**config.mk**
```make
export PLATFORM = sky130hd
export DESIGN_NAME = bcd_serial_sub
export DESIGN_NICKNAME = d
export VERILOG_FILES = /design/src/rtl/bcd_pkg.sv /design/src/rtl/bcd_digit_sub.sv /design/src/rtl/bcd_serial_sub.sv
export SDC_FILE = /design/constraint.sdc
export NUM_CORES = 1
export LEC_CHECK = 0
export BUFFER_PORTS_ARGS = -buffer_cell sky130_fd_sc_hd__buf_4
export CORE_MARGIN = 10
export CORE_UTILIZATION = 35
export CTS_CLUSTER_DIAMETER = 100
export CTS_CLUSTER_SIZE = 8
export DETAILED_ROUTE_END_ITERATION = 10
export REMOVE_ABC_BUFFERS = 1
export SLEW_MARGIN = 15
export SYNTH_ARGS = -nofsm -noshare
export SYNTH_HDL_FRONTEND = slang
export SYNTH_SLANG_ARGS = --single-unit
```
**constraint.sdc**
```tcl
create_clock -name clk -period 2.9 [get_ports clk]
set_input_delay 0.58 -clock clk [delete_from_list [all_inputs] [get_ports clk]]
set_output_delay 0.58 -clock clk [all_outputs]
set_load 0.03 [all_outputs]
```
**src/rtl/bcd_pkg.sv**
```systemverilog
// Shared definitions for the BCD arithmetic datapath (serial subtractor and
// combinational adder).
//   state_t  : control FSM states of the serial subtractor
//   BCD_MAX  : largest legal BCD digit value
//   BCD_BASE : decimal radix used for borrow/carry correction
//   is_bcd() : true when a nibble holds a legal decimal digit
package bcd_pkg;

  typedef enum logic [1:0] {
    IDLE = 2'd0,
    CALC = 2'd1,
    DONE = 2'd2
  } state_t;

  localparam int BCD_MAX  = 9;
  localparam int BCD_BASE = 10;

  function automatic logic is_bcd(input logic [3:0] nib);
    return nib <= 4'(BCD_MAX);
  endfunction

endpackage

```
**src/rtl/bcd_digit_sub.sv**
```systemverilog
// Single-digit BCD subtractor, purely combinational.
//   a_d [3:0] : minuend digit
//   b_d [3:0] : subtrahend digit
//   bi        : borrow in
//   d   [3:0] : difference digit (0..9 for legal inputs)
//   bo        : borrow out
module bcd_digit_sub
  import bcd_pkg::*;
(
  input  logic [3:0] a_d,
  input  logic [3:0] b_d,
  input  logic       bi,
  output logic [3:0] d,
  output logic       bo
);

  localparam logic signed [5:0] BASE_S = 6'(BCD_BASE);

  // Six bits keep the raw difference exact even for illegal (>9) nibbles.
  logic signed [5:0] t;
  logic signed [5:0] t_adj;

  assign t     = $signed({2'b00, a_d}) - $signed({2'b00, b_d}) - $signed({5'b00000, bi});
  assign t_adj = t + BASE_S;

  // A negative raw difference borrows ten from the next digit up.
  assign bo = t[5];
  assign d  = t[5] ? t_adj[3:0] : t[3:0];

endmodule

```
**src/rtl/bcd_serial_sub.sv**
```systemverilog
// Digit-serial multi-digit BCD subtractor, least-significant digit first.
//   clk   : system clock, rising edge
//   rst_n : synchronous active-low reset
//   start : operation request, sampled only while idle
//   a, b  : packed BCD minuend / subtrahend, digit 0 in bits [3:0]
//   bin   : borrow into digit 0
//   diff  : packed BCD difference, held until the next accepted start
//   bout  : borrow out of the most-significant digit, held with diff
//   err   : an operand digit was >9 (diff and bout forced to 0), held with diff
//   busy  : high whenever the FSM is not idle
//   done  : one-cycle pulse marking a valid result
module bcd_serial_sub
  import bcd_pkg::*;
#(
  parameter int DIGITS = 4,
  parameter int DW     = 4 * DIGITS
) (
  input  logic          clk,
  input  logic          rst_n,
  input  logic          start,
  input  logic [DW-1:0] a,
  input  logic [DW-1:0] b,
  input  logic          bin,
  output logic [DW-1:0] diff,
  output logic          bout,
  output logic          err,
  output logic          busy,
  output logic          done
);

  localparam int IW = (DIGITS > 1) ? $clog2(DIGITS) : 1;
  localparam logic [IW-1:0] LAST_IDX = IW'(DIGITS - 1);

  state_t        state_q, state_d;
  logic [DW-1:0] a_q, b_q;
  logic [DW-1:0] diff_q;
  logic [IW-1:0] idx_q;
  logic          borrow_q;
  logic          err_pend_q;
  logic          bout_q;
  logic          err_q;
  logic          done_q;

  logic          bad_operand;
  logic [3:0]    dig_d;
  logic          dig_bo;

  // Operand legality is judged once, on the values being latched.
  always_comb begin
    bad_operand = 1'b0;
    for (int i = 0; i < DIGITS; i++) begin
      if (!is_bcd(a[4*i +: 4]) || !is_bcd(b[4*i +: 4])) begin
        bad_operand = 1'b1;
      end
    end
  end

  bcd_digit_sub u_digit (
    .a_d (a_q[3:0]),
    .b_d (b_q[3:0]),
    .bi  (borrow_q),
    .d   (dig_d),
    .bo  (dig_bo)
  );

  always_comb begin
    state_d = state_q;
    case (state_q)
      IDLE:    if (start) state_d = CALC;
      CALC:    if (idx_q == LAST_IDX) state_d = DONE;
      DONE:    state_d = IDLE;
      default: state_d = IDLE;
    endcase
  end

  always_ff @(posedge clk) begin
    if (!rst_n) begin
      state_q <= IDLE;
    end else begin
      state_q <= state_d;
    end
  end

  // Operand shift registers: the current digit always sits in bits [3:0].
  always_ff @(posedge clk) begin
    if (state_q == IDLE && start) begin
      a_q <= a;
      b_q <= b;
    end else if (state_q == CALC) begin
      a_q <= a_q >> 4;
      b_q <= b_q >> 4;
    end
  end

  always_ff @(posedge clk) begin
    if (!rst_n) begin
      diff_q     <= '0;
      idx_q      <= '0;
      borrow_q   <= 1'b0;
      err_pend_q <= 1'b0;
      bout_q     <= 1'b0;
      err_q      <= 1'b0;
      done_q     <= 1'b0;
    end else begin
      done_q <= 1'b0;
      case (state_q)
        IDLE: begin
          if (start) begin
            borrow_q   <= bin;
            idx_q      <= '0;
            diff_q     <= '0;
            err_q      <= 1'b0;
            err_pend_q <= bad_operand;
          end
        end
        CALC: begin
          borrow_q <= dig_bo;
          idx_q    <= idx_q + 1'b1;
          for (int i = 0; i < DIGITS; i++) begin
            if (idx_q == IW'(i)) diff_q[4*i +: 4] <= dig_d;
          end
        end
        DONE: begin
          done_q <= 1'b1;
          if (err_pend_q) begin
            diff_q <= '0;
            bout_q <= 1'b0;
            err_q  <= 1'b1;
          end else begin
            bout_q <= borrow_q;
          end
        end
        default: ;
      endcase
    end
  end

  assign diff = diff_q;
  assign bout = bout_q;
  assign err  = err_q;
  assign done = done_q;
  assign busy = (state_q != IDLE);

endmodule

```
==> results of run 1 <==
[layer usage]
metal | up-vias | share of wire | GRT usage
met2 | 35 | 0.48 | 0.163
met4 | 0 | 0.023 | 0.0515
li1 | 971 | - | -
met5 | - | 0 | 0
met1 | 885 | 0.45 | 0.114
met3 | 11 | 0.053 | 0.0393
[sequential cells by signal, indices dropped and copies added (netlist names)]
name,count
diff,16
a_q,16
done,1
idx_q,2
b_q,16
err_pend_q,1
borrow_q,1
bout,1
err,1
state_q,2
[path summary, 6_finish.rpt]
kind | start | to | slack [ns] | cells past startpoint
setup reg to reg | a_q[0] | diff[7] | 0.48 | 12
hold / removal | diff[1] | diff[1] | 0.47 | 2
setup / recovery | a_q[0] | diff[7] | 0.48 | 12
hold reg to reg | diff[1] | diff[1] | 0.47 | 2
[layout by cell type (no fill, tap or decap), types with 2 or more instances in the layout]
master	Yosys	final
a31oi_1	6	6
nand4_1	2	2
nand2_1	13	13
clkbuf_8	0	11
bufinv_16	0	3
mux2i_1	4	4
edfxtp_1	32	32
and3b_1	2	2
nor2b_1	9	9
or3_1	2	2
buf_4	0	57
inv_1	11	11
ha_1	11	11
nand2b_1	4	4
o21ai_0	15	15
nand3b_1	3	3
o21ai_1	4	4
dfxtp_1	25	25
or2_2	2	2
o22ai_1	4	4
mux2_2	25	25
and2_1	10	10
nor2_1	7	7
a21oi_1	16	16
a21boi_0	4	4
[metrics by stage]
| stage | utilization | std cells |
|---|---|---|
| finish | 0.456 | 402 |
| CTS | 0.456 | 402 |
| global placement | 0.423 | 386 |
| global route | 0.456 | 402 |
| floorplan | - | 227 |
| detailed placement | 0.423 | 386 |
[layout make-up]
class / instances / area (um2)
clock buffer: 11 / 151
clock inverter: 5 / 101
fill: 726 / 4160
inverter: 11 / 41.3
multi-input combinational: 159 / 1180
sequential: 57 / 1460
tap: 102 / 128
timing repair buffer: 57 / 428
[synth_stat cells, types with 4 or more instances]
cell type  instances  area, um2
a31oi_1            6       37.5
edfxtp_1          32        961
ha_1              11        138
nor2b_1            9       56.3
o21ai_0           15       75.1
nand2_1           13       48.8
nor2_1             7       26.3
o21ai_1            4       20.0
inv_1             11       41.3
clkbuf_1           6       22.5
o22ai_1            4       25.0
dfxtp_1           25        500
a21oi_1           16       80.1
mux2i_1            4       40.0
nand2b_1           4       25.0
a21boi_0           4       30.0
mux2_2            25        282
and2_1            10       62.6
[worst max-delay path: cells and delay by family (launching register included)]
| family | cells | cell delay (ns) |
|---|---|---|
| xor gates and xnor gates | 1 | 0.17 |
| AOI/OAI and AO/OA | 3 | 0.48 |
| adders and majority gates | 4 | 1.05 |
| buffers and inverters | 3 | 0.15 |
| DFF | 1 | 0.35 |
| and+or+nand+nor | 1 | 0.15 |
[cells by family after synthesis]
logic type | share of synthesized area
compound gates | 0.120
xor+xnor | 0.0125
fa+ha+maj | 0.0581
buf+inv | 0.0291
flops | 0.539
mux | 0.119
simple gates | 0.123
[power by group]
part           total [W]  switching (W)  internal (W)
combinational   0.000554       0.000312      0.000242
sequential       0.00102      0.0000416      0.000978
clock           0.000933       0.000318      0.000614
==> metrics list, run 1 <==
* Cell count after synthesis: between 200 and 250
- Total congestion overflow after global routing: 0
* Clock Skew: ~0.011 ns
* Cell variety after synth: 40
* Hold Violations, Final: 0
* CTS Root Buffer Type: clkbuf_8
- Vias: 1902
- In this run the standard cell core region covers between 7000 and 8000 um2.
- The number of global-route vias before repair was 2029.
- Sum of negative setup slack: 0 ns
* Top_reg_cell synth: edfxtp_1
- Clock latency of the later-clocked register in the worst-skew pair: 0.34 ns
- Cell Rows: 32
* Fraction of the yosys area taken by sequential cells: 0.539
* Fraction of registers with async set/reset: 0
- Setup repair after global routing missed its margin: false
- In the finished design, the share of the clock period the worst path needs comes to 0.836.
- Antenna-violating nets left: 0
* Mean number of vias per cell: between 4 and 5
- Dividing total power by cell area gives a power density of approximately 720 nW/um2.
- Run status: completed
- By startpoint and endpoint, the worst setup path is classified as reg -> reg.
- The floorplan step defined a die boundary enclosing approximately 12000 um2.
* Worst-path maximum fanout: 4
* Number of synthesized flops with an enable pin: 32
* CTS resizes: 0
- The area growth from synthesis to layout is 28.6%.
- The min-delay analysis places its worst path in the category reg -> reg.
* First DRT Iteration DRCs: just under 100
* CP arrival: ~2.7 ns
- Post CTS Setup Buffer Count: 0
- Of the cells placed in the final design, the portion with a size suffix greater than 1 is 0.343.
* H-tree depth: 3
- Worst-path cell chain: inv_1, ha_1, inv_1, fa_1, inv_1, ha_1, xor2_1, ha_1, nor2_1, o2111ai_1, o311a_1, a31oi_1
* Static leakage: 1.41 nW
- Before CTS, the worst setup slack after placement is around 0.46 ns.
- Measured along the x axis, the die boundary spans ~110 um.
* CP required: about 3.2 ns
- For the pin with the worst max-slew slack, the measured transition is approximately 0.60 ns.
* Largest incremental delay on the critical path: 0.49 ns
- Across the run, the number of max-cap violations was 0.
* Kind of end point of the critical path: flip-flop
* Clock tree from TritonCTS: done
- Routability-driven placement finished with a final weighted congestion of around 0.79.
* Crit path time final: roughly 2.4 ns
- Across every metal layer, demand over resource in global routing totals 0.101.
- On the critical path, the stage with the largest delay is an instance of fa_1.
- From bottom edge to top edge, the die measures about 110 um.
- The worst setup path is launched from a flip-flop.
* Routed wire length: 5.63 mm
- In this run the mean area of a mapped cell was ~11 um2.
- Across the VDD grid, the largest voltage drop is 0.302 mV.
- Worst path setup slack after routing: ~0.48 ns
- The wire-length estimate of the detail-placed layout is between 4 and 5 mm.
- Count of warnings emitted by yosys: 0
* Diodes inserted: 0
- Number of storage elements in the synthesis netlist: 57
- Largest net degree at the start of global routing: 38
- The tightest hold path in the finished design has a slack of 0.472 ns.
- In this run, post-CTS hold repair placed 0 buffers.
- Average routed wire per standard cell: roughly 14 um
- For this configuration, the core starts out at a cell density of 0.355.
* Overall power consumption: 0.00251 W
- The finished cells cover 3490 um2.
- Number of CTS-inserted buffers: 9
- CTS saw 57 sinks.
- Residual DRC: 0
- After synthesis the cells add up to around 2700 um2.
- Instance area after placement: between 3000 and 4000 um2
- Based on the critical path, the design can be clocked at up to 413 MHz.
* Number of placed I/O pins: 56
- In this run the tightest slew margin relative to its limit is 0.600.
- Count of nets after finishing: ~340
* Post-CTS clock slew at the launch and capture registers of the worst setup and hold paths: 0.07 ns
- First-pass GRT wire length: around 9.4 mm
* Port-buffer cells: 55
- Antenna violations before repair: 0
- Buffers from clock root to sink, at most: 2
* Number of failing setup endpoints in the final timing report: 0
* Fin. max-slew vios: 0
- Before antenna repair, the detailed router went through 4 iterations.
Power figures use the tool's default switching activity.
==> run 2: changes to the inputs <==
- ABC_AREA: default -> 1
- clock period: 2.9 -> 2.5 ns (I/O delays scaled with it)
==> metrics list, run 2 <==
- Run status: completed
* Relative contribution of combinational cells to total power: 0.308
* Area of the core: 7690 um2
- Hold Violations, Final: 0
- Leading cell types in the layout, fill and taps excluded: 56 x nand2_1, 56 x buf_4, 43 x inv_1
* Worst Setup Path Type: reg -> reg
* Count of warnings emitted by yosys: 0
- The first global-routing pass estimated 9.39 mm of wire.
* Per-instance average area after synthesis: between 9 and 10 um2
- Top_reg_cell synth: edfxtp_1
* Starting Density: 0.359
- Of the total power, the share spent switching nets is 0.333.
- Count of nets after finishing: about 400
- After detailed routing, the total wire length is roughly 5.6 mm.
- Clock Skew: 0.0112 ns
- With fillers left out, the area of the finished cells amounts to approximately 3500 um2.
- After synthesis, the netlist uses 37 different library cells.
* Instance area after placement: roughly 3300 um2
- Worst-path maximum fanout: 4
* Proportion of power drawn by flip-flops and latches: 0.426
- By area the synthesized netlist is led by edfxtp_1 35%, dfxtp_1 18%, nand2_1 7.6%.
- Peak clock frequency supported by timing: 436 MHz
* Slew at the pin closest to its max-slew limit: around 0.73 ns
- CP arrival: around 2.6 ns
- Antenna-violating nets left: 0
- Proportion of power drawn by the clock network: 0.266
- Vias in the first global route: 2150
- Final GP Congestion: ~0.74
- Headroom to the max-slew limit came out at 0.513.
- Horiz. Die Dim: ~110 um
* Top-area cell type share of the netlist area: 0.349
* Clock net sink count: 57
* Number of storage elements in the synthesis netlist: 57
- Entering global routing, the biggest net connects 49 pins.
- Switching power: 0.000954 W
- Power comes to around 0.0029 W.
- In this run, the number of DRC markers left after iteration 0 of detailed routing was 100.
- The tree is rooted in a clkbuf_8.
- Kind of start point of the critical path: flip-flop
- Clock-pin slew was measured on the worst setup and hold paths at ~0.070 ns.
* Class of the most critical hold timing path: in -> reg
- Row generation in the floorplan step produced 32 rows.
- By count the netlist is led by 56 x nand2_1, 45 x inv_1, 32 x edfxtp_1.
- The number of antenna violations at the first check in global routing is 0.
* Number of iterations in the first detailed-routing pass: 4
- Number of synthesized flops with an enable pin: 32
- In the global route stage, overall resource usage came out at 0.0990.
* Kind of end point of the critical path: flip-flop
- Static leakage: 1.58 nW
* PwrDens: 825 nW/um2
- In this run the count of I/O pins placed on the die edge is 56.
- Number of max-capacitance violations reported: 0
- After detailed routing, the number of remaining DRC violations is 0.
- Across all layers, the routed design uses between 2000 and 2500 vias.
- Total congestion overflow after global routing: 0
- Setup violations remaining at the end of the flow were counted as 0.
* Clock tree from TritonCTS: done
- Counting flops with an async set or reset pin after synthesis yields a share of 0.
- Largest incremental delay on the critical path: ~0.52 ns
- Vertical die dimension: around 110 um
- Buffers from clock root to sink, at most: 2
- The share of the Yosys chip area taken by registers is 0.530.
- In this design, the largest share of critical-path delay is due to adder cells.
* Summed instance area of the synthesized netlist: approximately 2800 um2
* Area growth from synthesis to layout: 25.9%
- H-tree depth: 3
- The repair_antennas step left the layout with diodes totalling 0.
- Fraction of final layout cells with drive strength greater than 1: 0.297
* Internal power of the cells: approximately 0.0019 W
- The die covers roughly 12000 um2.
- On the critical path, the stage with the largest delay is an instance of fa_2.
- After detailed routing, the average wire length per cell comes to 12.0 um.
* Crit share post-route: 0.917
- CP required: between 2 and 3 ns
- By instance count, the leading cell after synthesis is nand2_1.
- TritonCTS created 9 clock buffers.
- Post-detail-place hpwl: 4.12 mm
- Biggest area consumer among synthesized cells: edfxtp_1
* Total buffers and inverters traversed by the critical path: 4
- The clock period could shrink to ~2.3 ns.
* Worst hold margin: 0.436 ns
- The final-report max-slew violation count is 0.
* Worst-path cell chain: inv_1, ha_1, inv_2, fa_2, inv_2, ha_2, xor2_2, inv_1, ha_2, o211ai_1, nand3_2, a21oi_2
- Cell count after synthesis: between 200 and 300
- Input and output buffers added on the ports amount to between 50 and 60.
- In the routed layout, each cell is associated on average with a via count of ~4.5.
* Clock latency of the later-clocked register in the worst-skew pair: 0.33 ns
- The worst-case IR drop observed on VDD is 0.280 mV.
-- run 2: what timing repair did --
item                       in CTS  in global routing
setup endpoints to repair       0                  8
buffers inserted                0                  1
hold endpoints to repair        0                  0
hold buffers                    0                  0
gates resized for setup         0                 11
-- run 2: logic make-up (layout without fill, tap and decap cells) --
kind of cell | Yosys count | after routing | share of synthesized area
xor+xnor | 1 | 1 | 0.00318
fa+ha+maj | 12 | 12 | 0.0572
simple gates | 97 | 97 | 0.175
compound gates | 72 | 72 | 0.150
flops | 57 | 57 | 0.530
buf+inv | 57 | 121 | 0.0840
-- run 2: final timing paths --
kind                            slack, ns        to  cells past startpoint       start
worst max-delay path                 0.21  diff[11]                     12      a_q[0]
worst min-delay path                 0.44    a_q[8]                      3        a[8]
worst max register to register       0.21  diff[11]                     12      a_q[0]
worst min register to register       0.47       err                      1  err_pend_q
-- run 2: power groups by stage --
stage | Combinational [W] | Clock, W | Sequential (W)
after floorplan | 0.000518 | 0 | 0.00132
after global placement | 0.000825 | 0 | 0.00124
after CTS | 0.000849 | 0.000788 | 0.00122
after global routing | 0.000995 | 0.000829 | 0.00124
after detailed placement | 0.000846 | 0 | 0.00124
final | 0.000882 | 0.000762 | 0.00122
-- run 2: per-stage QoR --
step           instances  utilization  setup WS (ns)  setup TNS, ns
6_report             462        0.451          0.208              0
5_1_grt              462        0.451       -0.00959       -0.00959
4_1_cts              461        0.446         0.0656              0
3_5_place_dp         445        0.423         0.0728              0
3_3_place_gp         445        0.423          0.145              0
2_1_floorplan        288            -          0.243              0
-- run 2: worst min-delay path: cells and delay by family --
kind | cells | cell delay (ns)
AND/OR/NAND/NOR | 2 | 0.09
buffers and inverters | 1 | 0.07
-- run 2: final cells by class --
class | count | area, um2
Timing Repair Buffer | 56 | 420
Multi-Input combinational cell | 182 | 1100
Tap cell | 102 | 128
Sequential cell | 57 | 1460
Inverter | 49 | 186
Clock buffer | 13 | 159
Clock inverter | 3 | 16.3
Fill cell | 780 | 4220
-- run 2: layer usage --
metal	wire length [um]	global-route usage	vias up
met5	0	0	-
met4	93	0.0414	0
met3	342	0.0442	9
met2	2690	0.162	42
met1	2420	0.110	949
li1	-	-	1096
==> run 3: changes to the inputs <==
- CORE_UTILIZATION: 35 -> 50
- PLACE_DENSITY: default -> 0.74
==> metrics list, run 3 (same netlist as run 2, synthesis figures left out) <==
* Number of iterations in the first detailed-routing pass: 4
- The first global-routing pass estimated approximately 9.5 mm of wire.
- The final-report max-slew violation count is 0.
- Vias: around 2100
- Headroom to the max-slew limit came out at 0.511.
- Buffers inserted to repair hold after CTS numbered 0.
* Clock Skew: 0.0108 ns
- Hold Violations, Final: 0
- In the final layout, flip-flops and latches occupy 1460 um2.
- Largest net degree at the start of global routing: 49
- Max-cap violations in this run came to 0.
- Horiz. Die Dim: around 94 um
- Buffers from clock root to sink, at most: 2
- Number of CTS-inserted buffers: 9
- The most numerous cell type found on the critical path is inv_1.
- STA classifies the critical path endpoint as a flip-flop.
- Clock-pin slew was measured on the worst setup and hold paths at 0.06 ns.
- Adding up every negative setup slack in the final design gives 0 ns.
* Port-buffer cells: 55
- Area of the multi-input gates: approximately 1100 um2
- After detailed routing, the number of remaining DRC violations is 0.
* Most frequent standard cell in the layout excluding fill and tap cells: buf_4
- On the critical path the largest part of the delay comes from adder cells.
* Post-detail-place hpwl: a little over 4 mm
* Number of placed I/O pins: 56
- At the end of the flow, the number of nets in the layout was 405.
* Final GP Congestion: about 0.77
- Clock latency on the worst-skew pair, taken at its later pin, is about 0.34 ns.
- Of all nets on the critical path, the largest fanout is 4.
* CP arrival: around 2.6 ns
* Dpl ws: 0.0683 ns
* Total Die Area: roughly 8900 um2
- Total congestion overflow after global routing: 0
- In the global route stage, overall resource usage came out at 0.135.
- In this run the power density over the cells is ~890 nW/um2.
- For the pin with the worst max-slew slack, the measured transition is between 0.7 and 0.8 ns.
* Vertical die dimension: ~94 um
- The worst hold path was traced through 3 stages.
- CTS saw 57 sinks.
- Cell with the largest stage delay on the worst path: fa_1
- Class of the most critical hold timing path: in -> reg
- Worst path setup slack after routing: 0.161 ns
* Overall power consumption: ~0.0031 W
- In this run, the number of DRC markers left after iteration 0 of detailed routing was 99.
- The initial utilization of the core area, before any placement, comes to 0.526.
* Static leakage: about 1.6 nW
- Using the TritonRoute via totals, the vias-per-cell ratio works out to just under 5.
* Clock tree from TritonCTS: done
- Relative to the synthesized area, the layout overhead comes to 27.1%.
* H-tree depth: 3
- Timing would allow up to about 430 MHz.
- Crit share post-route: 0.936
* Antenna-violating nets left: 0
- Vias in the first global route: approximately 2200
- CTS placed an instance of clkbuf_8 at the clock tree root.
- On the worst path, the slowest cell contributes a delay of between 0.4 and 0.5 ns.
* Crit path time final: roughly 2.3 ns
* Fraction of final layout cells with drive strength greater than 1: 0.301
- Number of failing setup endpoints in the final timing report: 0
* Setup repair after global routing missed its margin: false
* Worst-path cell chain: inv_1, ha_2, inv_2, fa_1, inv_1, nand2_1, nand2_1, xor2_2, inv_1, ha_2, o211ai_1, nand3_2, a21oi_1
* Total buffers and inverters traversed by the critical path: 4
- The core region is about 5200 um2.
* Kind of start point of the critical path: flip-flop
* Run status: completed
- Crit. path cell count: 13
- The number of antenna diodes in the final layout is 0.
- The final layout contains routed wiring with a total length of approximately 5.7 mm.
* Worst R2R Path Depth: 13
* Cell Rows: 26
- Leading cell types in the layout, fill and taps excluded: 58 x buf_4, 56 x nand2_1, 43 x inv_1
* Antenna violations before repair: 0
* Worst Setup Path Type: reg -> reg
- Average routed wire per standard cell: about 13 um
- Fill cells in the final layout number around 410.
- Data on the critical path is required at its endpoint by between 2 and 3 ns.
- IR drop worst, VDD: around 0.55 mV
==> run 3: cell types whose count changed in the layout (fill, tap and decap cells not counted), moves of 2 or more <==
| cell | previous run | this run |
|---|---|---|
| buf_4 | 56 | 58 |
| clkbuf_16 | 0 | 2 |
| a21oi_1 | 24 | 26 |
| a21oi_2 | 6 | 4 |
| clkbuf_1 | 2 | 0 |
==> run 3: worst reg2reg max path, delay by kind of cell, from the launching register on <==
kind                       cells  cell delay [ns]
AOI/OAI and AO/OA              2             0.37
xor gates and xnor gates       1             0.17
DFF                            1             0.35
and+or+nand+nor                3             0.37
adders and majority gates      3             0.76
buffers and inverters          4             0.25
==> run 3: final cells by class <==
| type | instances | share of cell area |
|---|---|---|
| Inverter | 49 | 0.0532 |
| Timing Repair Buffer | 58 | 0.124 |
| Multi-Input combinational cell | 182 | 0.314 |
| Clock buffer | 12 | 0.0536 |
| Clock inverter | 4 | 0.0129 |
| Tap cell | 70 | 0.0250 |
| Sequential cell | 57 | 0.417 |
==> run 3: timing repair <==
| item | 4_1_cts | 5_1_grt |
|---|---|---|
| gates resized for setup | 0 | 10 |
| setup endpoints to repair | 0 | 8 |
| buffers inserted | 0 | 3 |
==> run 3: path summary, 6_finish.rpt <==
kind | slack, ns | startpoint | to
setup / recovery | 0.16 | a_q[0] | diff[3]
hold / removal | 0.44 | a[4] | a_q[4]
setup reg to reg | 0.16 | a_q[0] | diff[3]
hold reg to reg | 0.48 | err_pend_q | err
==> run 3: layer usage <==
layer	global-route usage	part of all wire	vias up
li1	-	-	1101
met1	0.147	0.42	974
met2	0.221	0.49	42
met3	0.0520	0.062	13
met4	0.0772	0.024	0
met5	0	0	-
==> run 3: where the power goes <==
part | internal, W | total (W) | switching [W]
sequential | 0.00116 | 0.00122 | 0.0000566
combinational | 0.000360 | 0.000934 | 0.000574
clock | 0.000603 | 0.000969 | 0.000366
==> run 3: stage by stage <==
step	instances	util	hold WS (ns)	cell area [um2]
2_1_floorplan	288	-	0.439	2710
3_3_place_gp	413	0.613	0.456	3210
3_5_place_dp	413	0.613	0.459	3210
4_1_cts	429	0.658	0.424	3440
5_1_grt	432	0.669	0.449	3500
6_report	432	0.669	0.436	3500
